==> config.mk <==
export PLATFORM = sky130hd
export DESIGN_NAME = cardjitsu_input_ctrl
export DESIGN_NICKNAME = d
export VERILOG_FILES = /design/src/rtl/cardjitsu_pkg.sv /design/src/rtl/cardjitsu_debounce.sv /design/src/rtl/cardjitsu_input_ctrl.sv
export SDC_FILE = /design/constraint.sdc
export NUM_CORES = 1
export LEC_CHECK = 0
export ABC_AREA = 0
export CORE_ASPECT_RATIO = 2
export CORE_MARGIN = 8
export CORE_UTILIZATION = 40
export DETAILED_ROUTE_END_ITERATION = 10
export SYNTH_ARGS = -nofsm -noshare
export SYNTH_HDL_FRONTEND = slang
export SYNTH_SLANG_ARGS = --single-unit
==> constraint.sdc <==
create_clock -name clk -period 2.5 [get_ports clk]
set_clock_uncertainty 0.05 [all_clocks]
set_input_delay 0.625 -clock clk [delete_from_list [all_inputs] [get_ports clk]]
set_output_delay 0.625 -clock clk [all_outputs]
set_load 0.02 [all_outputs]
==> src/rtl/cardjitsu_pkg.sv <==
// cardjitsu_pkg
// Shared types for the Card-Jitsu input front end: element encoding,
// button/action indices, the packed card word and the transaction FSM states.
// A card word is {power[1:0], element[1:0]}, exactly the layout of the sw bank.
package cardjitsu_pkg;

    typedef enum logic [1:0] {
        ELEM_FIRE    = 2'd0,
        ELEM_WATER   = 2'd1,
        ELEM_SNOW    = 2'd2,
        ELEM_ILLEGAL = 2'd3
    } element_e;

    localparam logic [1:0] ACTION_BTN0 = 2'd0;
    localparam logic [1:0] ACTION_BTN1 = 2'd1;
    localparam logic [1:0] ACTION_BTN2 = 2'd2;

    typedef struct packed {
        logic [1:0] power;
        element_e   element;
    } card_t;

    typedef enum logic {
        ST_IDLE    = 1'b0,
        ST_PENDING = 1'b1
    } card_state_e;

    // Fixed priority btn_0 > btn_1 > btn_2; only meaningful when some bit is set.
    function automatic logic [1:0] press_winner(input logic [2:0] press);
        logic [1:0] idx;
        idx = ACTION_BTN0;
        if (press[0])      idx = ACTION_BTN0;
        else if (press[1]) idx = ACTION_BTN1;
        else if (press[2]) idx = ACTION_BTN2;
        return idx;
    endfunction

    // True when two or more buttons pressed on the same cycle.
    function automatic logic multiple_presses(input logic [2:0] press);
        return (press[0] & press[1]) | (press[0] & press[2]) | (press[1] & press[2]);
    endfunction

endpackage

==> src/rtl/cardjitsu_debounce.sv <==
// cardjitsu_debounce
// One push-button channel: 2-flop synchronizer, mismatch counter, debounced
// level flop and a registered one-cycle rise pulse.
// Ports:
//   clk, rst_n   - clock, asynchronous active-low reset
//   btn_raw      - raw asynchronous button pin (active-high)
//   btn_level    - debounced level
//   btn_press    - high for the one cycle after btn_level rises
module cardjitsu_debounce #(
    parameter int DB_CYCLES = 1000
) (
    input  logic clk,
    input  logic rst_n,
    input  logic btn_raw,
    output logic btn_level,
    output logic btn_press
);

    localparam int CW = (DB_CYCLES > 1) ? $clog2(DB_CYCLES) : 1;
    localparam logic [CW-1:0] CNT_LAST = CW'(DB_CYCLES - 1);

    logic          sync_meta;
    logic          sync_out;
    logic [CW-1:0] mismatch_cnt;

    // Two-flop synchronizer for the asynchronous pin.
    always_ff @(posedge clk or negedge rst_n) begin
        if (!rst_n) begin
            sync_meta <= 1'b0;
            sync_out  <= 1'b0;
        end else begin
            sync_meta <= btn_raw;
            sync_out  <= sync_meta;
        end
    end

    // The counter measures how long the synchronized input has disagreed with
    // the debounced level; after DB_CYCLES consecutive disagreeing cycles the
    // level flips. The press pulse is raised on the same edge as a 0->1 flip
    // so it is visible during the following cycle.
    always_ff @(posedge clk or negedge rst_n) begin
        if (!rst_n) begin
            mismatch_cnt <= '0;
            btn_level    <= 1'b0;
            btn_press    <= 1'b0;
        end else begin
            btn_press <= 1'b0;
            if (sync_out == btn_level) begin
                mismatch_cnt <= '0;
            end else if (mismatch_cnt == CNT_LAST) begin
                mismatch_cnt <= '0;
                btn_level    <= ~btn_level;
                btn_press    <= ~btn_level;
            end else begin
                mismatch_cnt <= mismatch_cnt + CW'(1);
            end
        end
    end

endmodule

==> src/rtl/cardjitsu_input_ctrl.sv <==
// cardjitsu_input_ctrl
// Input front end for the Card-Jitsu core. Debounces three buttons, syncs the
// card switches and turns each accepted press into a card transaction held on
// a valid/ready handshake.
// Ports:
//   clk, rst_n            - clock, asynchronous active-low reset
//   btn_0, btn_1, btn_2   - raw buttons
//   sw[3:0]               - raw card switches {power, element}
//   btn_level, btn_press  - debounced levels and rise pulses (bit i = btn_i)
//   card_valid/ready      - transaction handshake toward the core
//   card_action           - index of the button that produced the card
//   card_value            - switch value sampled with the press
//   overrun               - pulse: a press was dropped
//   reject                - pulse: a press carried the illegal element
module cardjitsu_input_ctrl
    import cardjitsu_pkg::*;
#(
    parameter int DB_CYCLES = 1000
) (
    input  logic       clk,
    input  logic       rst_n,
    input  logic       btn_0,
    input  logic       btn_1,
    input  logic       btn_2,
    input  logic [3:0] sw,
    output logic [2:0] btn_level,
    output logic [2:0] btn_press,
    output logic       card_valid,
    input  logic       card_ready,
    output logic [1:0] card_action,
    output logic [3:0] card_value,
    output logic       overrun,
    output logic       reject
);

    logic [2:0]  btn_raw;
    logic [3:0]  sw_meta;
    logic [3:0]  sw_sync;
    card_t       cur_card;
    logic        press_any;
    logic        press_multi;
    logic        press_legal;
    logic [1:0]  press_idx;
    card_state_e state;

    assign btn_raw = {btn_2, btn_1, btn_0};

    // Switches are only synchronized, never debounced; they are sampled
    // at the moment of a press.
    always_ff @(posedge clk or negedge rst_n) begin
        if (!rst_n) begin
            sw_meta <= '0;
            sw_sync <= '0;
        end else begin
            sw_meta <= sw;
            sw_sync <= sw_meta;
        end
    end

    for (genvar i = 0; i < 3; i++) begin : g_btn
        cardjitsu_debounce #(
            .DB_CYCLES (DB_CYCLES)
        ) u_debounce (
            .clk       (clk),
            .rst_n     (rst_n),
            .btn_raw   (btn_raw[i]),
            .btn_level (btn_level[i]),
            .btn_press (btn_press[i])
        );
    end

    assign cur_card    = card_t'(sw_sync);
    assign press_any   = |btn_press;
    assign press_multi = multiple_presses(btn_press);
    assign press_idx   = press_winner(btn_press);
    assign press_legal = press_any && (cur_card.element != ELEM_ILLEGAL);

    // Transaction FSM. Losers of a simultaneous press always overrun; a legal
    // winner is also dropped (overrun) when a card is already held and the core
    // is not taking it this cycle. When the core takes the held card on the
    // same edge a legal press arrives, the new card replaces it with no gap
    // in card_valid.
    always_ff @(posedge clk or negedge rst_n) begin
        if (!rst_n) begin
            state       <= ST_IDLE;
            card_valid  <= 1'b0;
            card_action <= '0;
            card_value  <= '0;
            overrun     <= 1'b0;
            reject      <= 1'b0;
        end else begin
            overrun <= press_multi;
            reject  <= press_any && !press_legal;
            case (state)
                ST_IDLE: begin
                    if (press_legal) begin
                        state       <= ST_PENDING;
                        card_valid  <= 1'b1;
                        card_action <= press_idx;
                        card_value  <= cur_card;
                    end
                end
                ST_PENDING: begin
                    if (card_ready) begin
                        if (press_legal) begin
                            card_action <= press_idx;
                            card_value  <= cur_card;
                        end else begin
                            state      <= ST_IDLE;
                            card_valid <= 1'b0;
                        end
                    end else if (press_legal) begin
                        overrun <= 1'b1;
                    end
                end
                default: begin
                    state      <= ST_IDLE;
                    card_valid <= 1'b0;
                end
            endcase
        end
    end

endmodule

Word level (Yosys, flattened, before mapping)
Cells that the tools add are included.
Widths: inputs -> output; s select.
{"block": "classes", "addsub": 3, "eq_ne": 10, "mux": 31, "n_bitwise": 12, "reduce_logical": 8}
{"cell": "$mux 10", "count": 6}
{"cell": "$add 10x1->10 const B", "count": 3}
{"cell": "$eq 10x10->1 const B", "count": 3}
{"cell": "$mux 1", "count": 14}
{"cell": "$mux 2", "count": 5}
{"cell": "$mux 4", "count": 2}
{"cell": "$ne 2x2->1 const B", "count": 4}
{"cell": "$pmux 4 s2", "count": 1}
{"cell": "$not 1->1", "count": 7}
{"cell": "$reduce_and 2->1", "count": 3}
{"cell": "$pmux 1 s2", "count": 2}
{"cell": "$pmux 2 s2", "count": 1}
{"cell": "$and 1x1->1", "count": 3}
{"cell": "$eq 1x1->1", "count": 3}
{"cell": "$reduce_and 3->1", "count": 1}
{"cell": "$reduce_or 3->1", "count": 1}
{"cell": "$logic_and 1x1->1", "count": 2}
{"cell": "$or 1x1->1", "count": 2}
{"cell": "$logic_not 1->1", "count": 1}
{"block": "totals", "ff_bits": 60, "input_bits": 10, "output_inout_bits": 15, "elab_cells": 87}

Depth between registers and ports, before layout
Gate-level depths: netlist of run 1.
{"block": "logic_depth", "ltp_word": 6, "ltp_mapped": 6, "mapped_depth_nobuf": 5}

By module
Synthesis of run 1 repeated with hierarchy kept, for this count alone.
{"block": "unflattened", "hier_cells": 216, "area_unflattened_um2": 2571.2}
{"module": "cardjitsu_debounce", "n_inst": 3, "cells_per_inst": 58, "area_each_um2": 646.9, "seq_area_each_um2": 350.3}
{"module": "cardjitsu_input_ctrl", "n_inst": 1, "cells_per_inst": 42, "area_each_um2": 630.6, "seq_area_each_um2": 450.4}

Worst setup path before layout of run 1
Ideal clock, no wire load.
{"block": "synth_timing", "path_type": "register -> register", "from": "register g_btn[0].u_debounce.mismatch_cnt[0]", "to": "register g_btn[0].u_debounce.btn_level", "setup_time_ps": 125, "arrival_time_ps": 1382, "required_ps": 2325, "path_slack_ps": 943, "path_stages_with_launch": 5, "n_path_buf": 0, "period_less_slack_ps": 1557, "path_cell_list": "dfrtp_1 -> ha_1 -> nand4_2 -> or3_4 -> mux2_4"}
{"block": "synth_via", "elab_chain_cells": 2}
{"element": "start: declaration", "line": "cardjitsu_debounce.sv:24", "rtl": "logic [CW-1:0] mismatch_cnt;"}
{"element": "start signal: assignment", "line": "cardjitsu_debounce.sv:55", "rtl": "mismatch_cnt <= mismatch_cnt + CW'(1);"}
{"element": "$eq 10x10->1", "line": "cardjitsu_debounce.sv:50", "rtl": "end else if (mismatch_cnt == CNT_LAST) begin"}
{"element": "$reduce_and 2->1 (no source line)"}
{"element": "end signal: assignment", "line": "cardjitsu_debounce.sv:52", "rtl": "btn_level <= ~btn_level;"}
{"element": "end: declaration", "line": "cardjitsu_debounce.sv:15", "rtl": "output logic btn_level,"}
Every way passes these cells.
A chain may end at the register's enable or synchronous reset.

Final worst setup path of run 1
{"block": "layout_timing", "from": "register g_btn[0].u_debounce.btn_press", "to": "output btn_press[0]"}
{"element": "start: declaration", "line": "cardjitsu_debounce.sv:16", "rtl": "output logic btn_press"}
{"element": "start signal: assignment", "line": "cardjitsu_debounce.sv:53", "rtl": "btn_press <= ~btn_level;"}
{"element": "end: declaration", "line": "cardjitsu_input_ctrl.sv:27", "rtl": "output logic [2:0] btn_press,"}
No word-level cell between the ends.

==> flow_summary.rst, run 1 <==
.. list-table::
   :header-rows: 1

   * - Metric
     - Value
   * - Number of buffer cells added on primary ports
     - 24
   * - Crit path max fanout
     - 6
   * - Number of antenna violations at the first check in global routing
     - 0
   * - Number of synthesized register bits
     - 60
   * - Placement Cell Area
     - 0.002734 sq mm
   * - Length in cells of the worst reg-to-reg path
     - 5
   * - Cell count after synthesis
     - 214
   * - Num Clock Sinks
     - 60
   * - CP Data Arrival Time
     - 1.36 ns
   * - Critical Setup Path Class
     - reg -> out
   * - Number of warnings reported in the yosys synthesis log
     - 0
   * - Maximum number of pins on one net before global-route repair
     - 40
   * - Most common flop cell mapped by yosys
     - sky130_fd_sc_hd__dfrtp_1
   * - Number of nets produced by synthesis
     - 227
   * - Setup violators final
     - 0
   * - Total global-route track usage
     - 0.1121
   * - Synth top area share
     - 0.6116
   * - Largest area contributor in the synthesized netlist
     - sky130_fd_sc_hd__dfrtp_1
   * - Max Clock Freq
     - 0.4908 GHz
   * - Async set or reset register ratio after synthesis
     - 1.000
   * - Number of CTS-inserted buffers
     - 9
   * - Worst path buffer plus inverter count
     - 1
   * - Overflow left after global routing
     - 0
   * - Worst path max stage delay
     - 0.63 ns
   * - FF-to-FF End
     - g_btn[0].u_debounce.mismatch_cnt[9]
   * - Area growth from synthesis to layout
     - 22.48%
   * - Max-slew violations
     - 0
   * - Post-synth EDFFs
     - 0
   * - Core box area
     - 0.005956 sq mm
   * - Share of final-layout standard cells stronger than drive strength 1
     - 0.1143
   * - Routability Congestion
     - 0.7717
   * - Outcome
     - finished, final reports clean
   * - Count of max-cap constraint violations
     - 0
   * - Sequence of cells on the critical path
     - clkdlybuf4s50_1
   * - R2R Path Start
     - g_btn[0].u_debounce.mismatch_cnt[0]
   * - Placement-stage worst setup slack
     - between 0.4 and 0.5 ns
   * - Maximum count of clock buffers along a single path
     - 2
   * - Netlist cell types
     - 35
   * - Final Hold Violating Endpoints
     - 0
   * - Ratio of routed vias to standard cells
     - 5.185
   * - Total Neg Setup Slack
     - 0 ns
   * - Final worst setup slack
     - about 0.46 ns
   * - Worst hold-check path type
     - in -> async
   * - Library cell with the highest instance count after synthesis
     - sky130_fd_sc_hd__dfrtp_1
   * - Rel. slew slack
     - 0.6530
   * - Reg-to-reg setup timing slack
     - 0.81 ns
   * - Vias in the first global route
     - 1713
   * - Final period util
     - 0.8150
   * - Final routed wire length divided by cell count
     - around 14 um
   * - Detailed-placement wirelength estimate
     - 3068 um
   * - First-pass GRT wire length
     - 7728 um
   * - N_diodes
     - 0
   * - Total Nets Final
     - approximately 260
   * - CTS-repair resized insts
     - 0
   * - Number of iterations in the first detailed-routing pass
     - 4
   * - Depth of the CTS H-tree
     - 3
   * - Leakage power
     - 1.330 nW
   * - Startpoint kind of the worst setup timing path
     - flip-flop
   * - Largest delay contributor family on the critical path
     - buffers and inverters
   * - CTS tree
     - done
   * - Detailed-route via count
     - 1597
   * - Total non-filler cell area in the finished layout
     - about 0.0030 sq mm
   * - Tightest Pin Transition
     - 0.5205 ns
   * - I/O pin total
     - 25
   * - RSZ-0062 raised after global routing
     - no
   * - Total Routed Length
     - approximately 4300 um
   * - Kind of end point of the critical path
     - primary output
   * - Iter 0 DRT Violations
     - 87
   * - Hold-fix buffers, CTS
     - 0
   * - Count of fill cells added during filler insertion
     - 540
   * - Critical Path Slowest Stage Cell
     - sky130_fd_sc_hd__clkdlybuf4s50_1
   * - Die outline area
     - 0.009052 sq mm
   * - Seq/Total Area, Yosys
     - 0.6116
   * - Clock-pin slew on the worst setup and hold paths
     - 0.05 ns
   * - Number of buffers added for setup after CTS
     - 0
   * - Commonest cells post-synth
     - sky130_fd_sc_hd__dfrtp_1, sky130_fd_sc_hd__nor2_1, sky130_fd_sc_hd__nand2_1
   * - Post-synthesis cell area
     - approximately 0.0025 sq mm
   * - Top cells by area, synth
     - sky130_fd_sc_hd__dfrtp_1, sky130_fd_sc_hd__nor2_1, sky130_fd_sc_hd__xnor2_1, sky130_fd_sc_hd__xor2_1, sky130_fd_sc_hd__mux2_2
   * - Final period demand of the worst path
     - between 2 and 2.5 ns
   * - Post-synthesis average cell area
     - 11.47 sq um
   * - Required time at the endpoint of the critical path
     - 1.82 ns
   * - Root buffer selected by CTS
     - sky130_fd_sc_hd__clkbuf_16
   * - Remaining antenna violation count after routing
     - 0
   * - DRC viols
     - 0
   * - Row Count
     - 40
   * - Die Wd
     - 71.40 um
   * - Total power per unit cell area
     - 741.8 mW/mm^2
   * - Initial cell density of the core
     - 0.4122
   * - Clock insertion delay at the later pin of the skew report
     - 0.32 ns
   * - Maximum VDD drop
     - 0.3972 mV
   * - Die Y
     - 126.8 um
## state kept, by name (all words and copies together), names as in the netlist
register                       flops
card_action                        2
card_valid                         1
card_value                         4
cur_card                           4
g_btn.u_debounce.btn_level         3
g_btn.u_debounce.btn_press         3
g_btn.u_debounce.mismatch_cnt     30
g_btn.u_debounce.sync_meta         3
g_btn.u_debounce.sync_out          3
overrun                            1
reject                             1
state                              1
sw_meta                            4
## through the flow
| stage | util | hold slack (ns) | power [mW] | instances |
|---|---|---|---|---|
| 3_3_place_gp | 0.4590 | 0.2820 | 1.106 | 294 |
| 3_5_place_dp | 0.4590 | 0.2858 | 1.109 | 294 |
| 4_1_cts | 0.5048 | 0.2351 | 2.267 | 308 |
| 5_1_grt | 0.5048 | 0.2681 | 2.320 | 308 |
| 2_1_floorplan | - | 0.2794 | 1.059 | 214 |
| 6_report | 0.5048 | 0.2243 | 2.230 | 308 |
## routing by layer
layer,vias up,part of all wire,GRT usage
li1,776,-,-
met1,767,0.38,0.1080
met2,41,0.52,0.1819
met3,13,0.053,0.04104
met4,0,0.042,0.09765
met5,-,0,0
## power by group
group	switching (mW)	leakage (nW)	internal (mW)
Sequential	0.0165	0.798	0.998
Combinational	0.0436	0.397	0.0326
Clock	0.386	0.135	0.754
Total	0.446	1.33	1.78
## how the worst max path moves through the flow
| stage | start | to | slack [ns] | cells past startpoint |
|---|---|---|---|---|
| global route | g_btn[0].u_debounce.btn_press | btn_press[0] | 0.39 | 1 |
| floorplan | g_btn[0].u_debounce.mismatch_cnt[0] | g_btn[0].u_debounce.btn_level | 0.94 | 4 |
| global placement | card_ready | card_value[0] | 0.46 | 4 |
| finish | g_btn[0].u_debounce.btn_press | btn_press[0] | 0.46 | 1 |
| detailed placement | card_ready | card_value[2] | 0.44 | 4 |
| CTS | g_btn[0].u_debounce.btn_press | btn_press[0] | 0.44 | 1 |
## placed cells by master, fill, tap and decap left out, drive strengths merged
master         netlist  layout
dfrtp               60      60
nor2                31      31
clkdlybuf4s50        0      23
nand2               17      17
xor2                11      11
nand3               11      11
xnor2               11      11
clkbuf               0      11
a21oi                7       7
mux2                 7       7
o21ai                6       6
nor3                 6       6
and3                 5       5
nand4                5       5
inv                  4       4
nand2b               3       3
ha                   3       3
nand4b               2       2
or2                  2       2
nor3b                2       2
nand3b               2       2
clkinv               0       2
or3                  2       2
a21boi               2       2
buf                  8       2
and4bb               1       1
o221a                1       1
and2                 1       1
nor4                 1       1
and3b                1       1
a22oi                1       1
o22ai                1       1
bufinv               0       1
## cell families after synthesis
kind of cell / share of synthesized area
xor+xnor: 0.07849
mux: 0.03364
flops: 0.6116
buf+inv: 0.02854
compound gates: 0.04282
simple gates: 0.1896
fa+ha+maj: 0.01529
## layout make-up
| cell class | instances | area, sq um | area share |
|---|---|---|---|
| sequential | 60 | 1501 | 0.4994 |
| multi-input combinational | 142 | 883.3 | 0.2938 |
| timing repair buffer | 25 | 255.2 | 0.08489 |
| clock buffer | 11 | 232.7 | 0.07740 |
| tap | 63 | 78.83 | 0.02622 |
| clock inverter | 3 | 40.04 | 0.01332 |
| inverter | 4 | 15.01 | 0.004994 |
(Power assumes the default switching activity.)
==> inputs of run 2 (changes only) <==
Clock period 2.5 ns to 1.9 ns, I/O delays scaled along.
==> flow_summary.rst, run 2 (synthesis gave the netlist of run 1 again) <==
.. list-table::
   :header-rows: 1

   * - Metric
     - Value
   * - Outcome
     - finished, final reports clean
   * - First-pass GRT wire length
     - 7527 um (-2.6%)
   * - Area growth from synthesis to layout
     - 23.55%
   * - RSZ-0062 raised after global routing
     - no
   * - Final period demand of the worst path
     - 1.814 ns
   * - Total global-route track usage
     - 0.1090 (-0.003085)
   * - Share of final-layout standard cells stronger than drive strength 1
     - 0.1296 (+0.01527)
   * - Worst path max stage delay
     - 0.62 ns (about the same)
   * - Worst path buffer plus inverter count
     - 1 (unchanged)
   * - Critical Path Slowest Stage Cell
     - sky130_fd_sc_hd__clkdlybuf4s50_1
   * - Max-slew violations
     - 0 (unchanged)
   * - Comb pwr share
     - 0.033 (about the same)
   * - Detailed-placement wirelength estimate
     - 2948 um (-3.9%)
   * - Initial cell density of the core
     - 0.4122 (unchanged)
   * - Critical Setup Path Class
     - reg -> out
   * - Clock insertion delay at the later pin of the skew report
     - 0.33 ns (about the same)
   * - Sequence of cells on the critical path
     - clkdlybuf4s50_1
   * - Placement Cell Area
     - 0.002734 sq mm (unchanged)
   * - Count of max-cap constraint violations
     - 0 (unchanged)
   * - Total Neg Setup Slack
     - 0 ns (unchanged)
   * - Number of CTS-inserted buffers
     - 9 (unchanged)
   * - Maximum count of clock buffers along a single path
     - 2 (unchanged)
   * - Number of flip-flops in the largest register
     - 30 (unchanged)
   * - N_diodes
     - 0 (unchanged)
   * - Vias in the first global route
     - 1639 (-4.3%)
   * - Row Count
     - 40 (unchanged)
   * - Crit path max fanout
     - 2 (-4)
   * - Tightest Pin Transition
     - 0.3332 ns (-0.1873 ns)
   * - Leakage power
     - 1.382 nW (+3.9%)
   * - Max Clock Freq
     - ~0.55 GHz
   * - Clock share of power
     - 0.529 (+0.018)
   * - Startpoint kind of the worst setup timing path
     - flip-flop
   * - Number of buffers added for setup after CTS
     - 0 (unchanged)
   * - CP Data Arrival Time
     - 1.29 ns (-0.07 ns)
   * - Largest delay contributor family on the critical path
     - buffers and inverters
   * - Biggest register
     - g_btn.u_debounce.mismatch_cnt
   * - Ratio of routed vias to standard cells
     - 5.087 (-1.9%)
   * - Highest-count cells in the layout ignoring fill and taps
     - sky130_fd_sc_hd__dfrtp_1, sky130_fd_sc_hd__nor2_1, sky130_fd_sc_hd__nand2_1, sky130_fd_sc_hd__clkdlybuf4s50_1
   * - Utilization after layout
     - 0.5092 (+0.004412)
   * - Required time at the endpoint of the critical path
     - 1.37 ns (-0.45 ns)
   * - Total Nets Final
     - 255 (unchanged)
   * - Number of buffer cells added on primary ports
     - 24 (unchanged)
   * - Number of iterations in the first detailed-routing pass
     - 4 (unchanged)
   * - Setup violators final
     - 0 (unchanged)
   * - Final routed wire length divided by cell count
     - 13.65 um (-2.1%)
   * - Num Clock Sinks
     - 60 (unchanged)
   * - Depth of the CTS H-tree
     - 3 (unchanged)
   * - DRC viols
     - 0 (unchanged)
   * - CTS-repair resized insts
     - 5 (+5)
   * - Final Hold Violating Endpoints
     - 0 (unchanged)
   * - R2R Path Start
     - g_btn[0].u_debounce.mismatch_cnt[0]
   * - Routability Congestion
     - 0.7514 (-2.6%)
   * - Final period util
     - 0.9548
   * - Overflow left after global routing
     - 0 (unchanged)
   * - Most common cell after layout, fill and taps aside
     - sky130_fd_sc_hd__dfrtp_1
   * - Switching power total
     - 0.6409 mW (+44%)
   * - Sequential share of power
     - 0.438 (-0.017)
   * - Cell total after placement
     - 294 (unchanged)
   * - Maximum number of pins on one net before global-route repair
     - 61 (+53%)
   * - Switching portion of total power
     - 0.2108 (+0.01088)
   * - Kind of end point of the critical path
     - primary output
   * - Root buffer selected by CTS
     - sky130_fd_sc_hd__clkbuf_16
   * - I/O pin total
     - 25 (unchanged)
   * - Core box area
     - 0.005956 sq mm (unchanged)
   * - Total Routed Length
     - 4231 um (-1.4%)
   * - Maximum VDD drop
     - 0.4632 mV (+17%)
   * - Iter 0 DRT Violations
     - 105 (+21%)
   * - Startpoint of the worst setup timing path
     - card_value[0]
   * - Total power per unit cell area
     - 1002 mW/mm^2 (+35%)
   * - Die outline area
     - 0.009052 sq mm (unchanged)
   * - Hold-fix buffers, CTS
     - 0 (unchanged)
   * - Total non-filler cell area in the finished layout
     - 0.003033 sq mm (+0.87%)
   * - Post-route insts no fill
     - 310 (+0.65%)
   * - Rel. slew slack
     - 0.7763 (+0.1233)
   * - Internal portion of total power
     - 2.400 mW (+34%)
   * - Number of antenna violations at the first check in global routing
     - 0 (unchanged)
   * - CTS tree
     - done
   * - Worst hold-check path type
     - in -> async
   * - Die Wd
     - 71.40 um (unchanged)
   * - Remaining antenna violation count after routing
     - 0 (unchanged)
   * - Detailed-route via count
     - 1577 (-1.3%)
   * - Count of fill cells added during filler insertion
     - 547 (+1.3%)
   * - Clock-pin slew on the worst setup and hold paths
     - 0.05 ns (about the same)
   * - Die Y
     - 126.8 um (unchanged)
==> run 2: cell count changes in the layout (fill, tap and decap cells not counted) <==
cell / previous run / this run
sky130_fd_sc_hd__clkinv_4: 0 / 1
sky130_fd_sc_hd__dlymetal6s2s_1: 0 / 1
sky130_fd_sc_hd__dlygate4sd2_1: 0 / 5
sky130_fd_sc_hd__clkbuf_8: 0 / 1
sky130_fd_sc_hd__clkbuf_1: 2 / 0
sky130_fd_sc_hd__clkinvlp_4: 0 / 2
sky130_fd_sc_hd__clkdlybuf4s50_1: 23 / 17
==> run 2: metrics by stage <==
step,worst slack [ns],hold slack (ns),power (mW)
2_1_floorplan,0.3433,0.1294,1.393
3_3_place_gp,0.01821,0.2825,1.455
3_5_place_dp,0.0003401,0.2855,1.458
4_1_cts,0.01170,0.1083,3.091
5_1_grt,0.03330,0.1219,3.155
6_report,0.08593,0.08242,3.040
==> run 2: worst paths after layout <==
path                                                       endpoint  slack [ns]  cells past startpoint
min in group clk                                        cur_card[3]        0.29                      0
worst min-delay path            g_btn[1].u_debounce.mismatch_cnt[3]        0.08                      2
worst min register to register                          cur_card[3]        0.29                      0
worst max register to register  g_btn[0].u_debounce.mismatch_cnt[9]        0.22                      5
worst max-delay path                                  card_value[0]        0.09                      1
max in group asynchronous       g_btn[2].u_debounce.mismatch_cnt[3]        1.43                      2
==> run 2: cell type report <==
type | count | area, sq um | area share
Timing Repair Buffer | 25 | 251.5 | 0.08292
Sequential cell | 60 | 1501 | 0.4950
Multi-Input combinational cell | 142 | 883.3 | 0.2913
Clock inverter | 6 | 63.81 | 0.02104
Clock buffer | 10 | 239.0 | 0.07880
Tap cell | 63 | 78.83 | 0.02599
Inverter | 4 | 15.01 | 0.004950
==> run 2: layer usage <==
| layer | part of all wire | vias to the layer above | wire length, um | GRT usage |
|---|---|---|---|---|
| li1 | - | 779 | - | - |
| met1 | 0.40 | 760 | 1687 | 0.1130 |
| met2 | 0.51 | 27 | 2163 | 0.1705 |
| met3 | 0.052 | 11 | 222 | 0.03788 |
| met4 | 0.037 | 0 | 158 | 0.09271 |
| met5 | 0 | - | 0 | 0 |
==> run 2: power groups by stage <==
stage / registers, mW / clock network (mW) / logic, mW
floorplan: 1.35 / 0 / 0.0407
global placement: 1.35 / 0 / 0.101
detailed placement: 1.35 / 0 / 0.103
CTS: 1.33 / 1.66 / 0.104
global route: 1.34 / 1.70 / 0.115
finish: 1.33 / 1.61 / 0.0992
==> run 2: worst register-to-register path: stages (launching register included) <==
cell and delay (ns):
sky130_fd_sc_hd__dfrtp_1 0.37, sky130_fd_sc_hd__ha_1 0.25, sky130_fd_sc_hd__nand4_2 0.14, sky130_fd_sc_hd__or3_4 0.41
sky130_fd_sc_hd__nand2_1 0.24, sky130_fd_sc_hd__nor2_1 0.10
==> inputs of run 3 (changes only) <==
Settings changed: SYNTH_HIERARCHICAL set to 1.
==> flow_summary.rst, run 3 <==
.. list-table::
   :header-rows: 1

   * - Metric
     - Value
   * - Outcome
     - finished, final reports clean
   * - Highest-count cells in the layout ignoring fill and taps
     - sky130_fd_sc_hd__dfrtp_1, sky130_fd_sc_hd__clkdlybuf4s50_1, sky130_fd_sc_hd__nor2_1
   * - Biggest register
     - g_btn.u_debounce/mismatch_cnt
   * - Max-slew violations
     - 0 (unchanged)
   * - Iter 0 DRT Violations
     - 112 (+6.7%)
   * - Cell count after synthesis
     - 216 (+0.93%)
   * - Async set or reset register ratio after synthesis
     - 1.000 (unchanged)
   * - Number of flip-flops in the largest register
     - 30 (unchanged)
   * - Total global-route track usage
     - 0.1191 (+0.01015)
   * - Number of buffers added for setup after CTS
     - 0 (unchanged)
   * - Area share of fa/ha/maj cells after synthesis
     - 0.01460 (-0.0006920)
   * - Commonest cells post-synth
     - sky130_fd_sc_hd__dfrtp_1, sky130_fd_sc_hd__nor2_1, sky130_fd_sc_hd__o21ai_0
   * - Num Clock Sinks
     - 60 (unchanged)
   * - Post-synth EDFFs
     - 0 (unchanged)
   * - Clock-pin slew on the worst setup and hold paths
     - 0.05 ns (about the same)
   * - Final period util
     - 0.9625 (+0.007679)
   * - Critical Path Slowest Stage Cell
     - sky130_fd_sc_hd__clkdlybuf4s50_1
   * - Rel. slew slack
     - 0.7483 (-0.02797)
   * - Die outline area
     - 0.009405 sq mm (+3.9%)
   * - Worst hold-check path type
     - in -> async
   * - Root buffer selected by CTS
     - sky130_fd_sc_hd__clkbuf_16
   * - Maximum number of pins on one net before global-route repair
     - 61 (unchanged)
   * - Number of buffer cells added on primary ports
     - 24 (unchanged)
   * - Number of CTS-inserted buffers
     - 9 (unchanged)
   * - Tightest Pin Transition
     - 0.3749 ns (+0.04166 ns)
   * - Cell total after placement
     - 332 (+13%)
   * - Count of max-cap constraint violations
     - 0 (unchanged)
   * - Largest area contributor in the synthesized netlist
     - sky130_fd_sc_hd__dfrtp_1
   * - Maximum VDD drop
     - 0.6253 mV (+35%)
   * - Post-synthesis share of cell area spent on and, or, nand and nor gates
     - 0.1830 (-0.006634)
   * - Share of final-layout standard cells stronger than drive strength 1
     - 0.1756 (+0.04602)
   * - Multiplexer fraction of the synthesized cell area
     - 0.03942 (+0.005777)
   * - Total Neg Setup Slack
     - 0 ns (unchanged)
   * - Netlist cell types
     - 31 (-11%)
   * - Synth top area share
     - 0.5839 (-0.02768)
   * - Detailed-placement wirelength estimate
     - 3410 um (+16%)
   * - Required time at the endpoint of the critical path
     - 1.37 ns (about the same)
   * - Combinational family with the most area after synthesis
     - simple AND/OR/NAND/NOR gates
   * - Ratio of routed vias to standard cells
     - 5.198 (+2.2%)
   * - Number of synthesized register bits
     - 60 (unchanged)
   * - Number of antenna violations at the first check in global routing
     - 0 (unchanged)
   * - Row Count
     - 41 (+2.5%)
   * - Number of nets produced by synthesis
     - 229 (+0.88%)
   * - CTS tree
     - done
   * - Critical Setup Path Class
     - reg -> out
   * - Total Nets Final
     - 270 (+5.9%)
   * - N_diodes
     - 0 (unchanged)
   * - Core box area
     - 0.006259 sq mm (+5.1%)
   * - Area growth from synthesis to layout
     - 27.10%
   * - Startpoint kind of the worst setup timing path
     - flip-flop
   * - Largest delay contributor family on the critical path
     - buffers and inverters
   * - Maximum count of clock buffers along a single path
     - 2 (unchanged)
   * - Die Y
     - 129.4 um (+2.0%)
   * - Initial cell density of the core
     - 0.4108 (-0.001349)
   * - Leakage power
     - 1.412 nW (+2.1%)
   * - Clock insertion delay at the later pin of the skew report
     - 0.33 ns (about the same)
   * - CP Data Arrival Time
     - 1.30 ns (about the same)
   * - Crit path max fanout
     - 3 (+1)
   * - Remaining antenna violation count after routing
     - 0 (unchanged)
   * - Post-route insts no fill
     - 348 (+12%)
   * - Post-synthesis cell area
     - 0.002571 sq mm (+4.7%)
   * - Depth of the CTS H-tree
     - 3 (unchanged)
   * - Vias in the first global route
     - 1844 (+13%)
   * - Number of warnings reported in the yosys synthesis log
     - 6 (+6)
   * - Worst path buffer plus inverter count
     - 1 (unchanged)
   * - Worst path max stage delay
     - 0.62 ns (about the same)
   * - Kind of end point of the critical path
     - primary output
   * - Die Wd
     - 72.69 um (+1.8%)
   * - Number of iterations in the first detailed-routing pass
     - 4 (unchanged)
   * - Final routed wire length divided by cell count
     - 14.20 um (+4.1%)
   * - Max Clock Freq
     - 0.5468 GHz (-0.80%)
   * - RSZ-0062 raised after global routing
     - no
   * - First-pass GRT wire length
     - 8431 um (+12%)
   * - Total Routed Length
     - 4942 um (+17%)
   * - Parity-gate share of the synthesized area counting xor and xnor cells
     - 0.05109 (-0.02740)
   * - DRC viols
     - 0 (unchanged)
   * - Final Hold Violating Endpoints
     - 0 (unchanged)
   * - Seq/Total Area, Yosys
     - 0.5839 (-0.02768)
   * - Detailed-route via count
     - 1809 (+15%)
   * - Most common cell after layout, fill and taps aside
     - sky130_fd_sc_hd__dfrtp_1
   * - Most common flop cell mapped by yosys
     - sky130_fd_sc_hd__dfrtp_1
   * - Sequence of cells on the critical path
     - clkdlybuf4s50_1
   * - I/O pin total
     - 25 (unchanged)
   * - Top cells by area, synth
     - sky130_fd_sc_hd__dfrtp_1, sky130_fd_sc_hd__xor2_1, sky130_fd_sc_hd__o21ai_0, sky130_fd_sc_hd__nand3_1, sky130_fd_sc_hd__nor2_1
   * - Total power per unit cell area
     - 923.0 mW/mm^2 (-7.9%)
   * - Count of fill cells added during filler insertion
     - 579 (+5.9%)
   * - Final period demand of the worst path
     - 1.829 ns (+0.01459 ns)
   * - Hold-fix buffers, CTS
     - 0 (unchanged)
   * - Library cell with the highest instance count after synthesis
     - sky130_fd_sc_hd__dfrtp_1
   * - Area fraction in compound gates after synthesis
     - 0.1178 (+0.07495)
   * - Overflow left after global routing
     - 0 (unchanged)
   * - Routability Congestion
     - 0.7759 (+3.3%)
   * - Post-synthesis average cell area
     - 11.90 sq um (+3.8%)
   * - Setup violators final
     - 0 (unchanged)
## run 3: cell type report
class	instances	area [sq um]	share of cell area
multi-input combinational	149	1044	0.3193
sequential	60	1501	0.4594
clock inverter	7	67.56	0.02067
tap	86	107.6	0.03292
clock buffer	9	225.2	0.06891
timing repair buffer	30	296.5	0.09074
inverter	7	26.28	0.008040
## run 3: power breakdown
part / leakage (nW) / switching [mW] / total [mW] / internal [mW]
clock: 0.137 / 0.566 / 1.57 / 1.00
combinational: 0.476 / 0.0611 / 0.109 / 0.0483
sequential: 0.798 / 0.0262 / 1.34 / 1.31
total: 1.41 / 0.653 / 3.02 / 2.36
## run 3: final timing paths
| kind | start | end | slack, ns | depth (start not counted) |
|---|---|---|---|---|
| worst max register to register | g_btn[1].u_debounce/mismatch_cnt[0] | g_btn[1].u_debounce/btn_level | 0.18 | 4 |
| worst min register to register | sw_meta[1] | cur_card[1] | 0.29 | 0 |
| worst min-delay path | rst_n | g_btn[1].u_debounce/mismatch_cnt[7] | 0.08 | 2 |
| min in group clk | sw_meta[1] | cur_card[1] | 0.29 | 0 |
| max in group asynchronous | rst_n | state | 1.43 | 2 |
| worst max-delay path | card_valid | card_valid | 0.07 | 1 |
## run 3: metrics by stage
step | setup slack (ns) | instance area (sq um) | util | hold WS [ns] | total power [mW]
floorplan | 0.3107 | 2571 | - | 0.1294 | 1.395
CTS | 0.005072 | 3261 | 0.5210 | 0.09662 | 3.058
global placement | 0.06605 | 2972 | 0.4748 | 0.2840 | 1.467
global route | 0.01508 | 3268 | 0.5222 | 0.09965 | 3.147
detailed placement | 0.05621 | 2972 | 0.4748 | 0.2873 | 1.469
finish | 0.07134 | 3268 | 0.5222 | 0.07959 | 3.017
## run 3: kinds of logic (layout without fill, tap and decap cells)
logic type	Yosys count	count (layout)
buffers and inverters	7	53
multiplexers	8	8
XOR/XNOR	15	15
flip-flops	60	60
adder cells (fa/ha/maj)	3	3
AO/OA/AOI/OAI	48	48
AND/OR/NAND/NOR	75	75
## run 3: layer usage
layer  up-vias  share of wire  track usage  wire length (um)
met5         -              0            0                 0
met3        10          0.043      0.04102               213
met1       890           0.42       0.1236              2064
met4         0          0.026      0.09026               127
li1        871              -            -                 -
met2        38           0.51       0.1914              2537
## run 3: repair_timing
action / in CTS / in global routing
gates cloned: 0 / 0
setup endpoints to repair: 3 / 3
resized for setup: 3 / 3
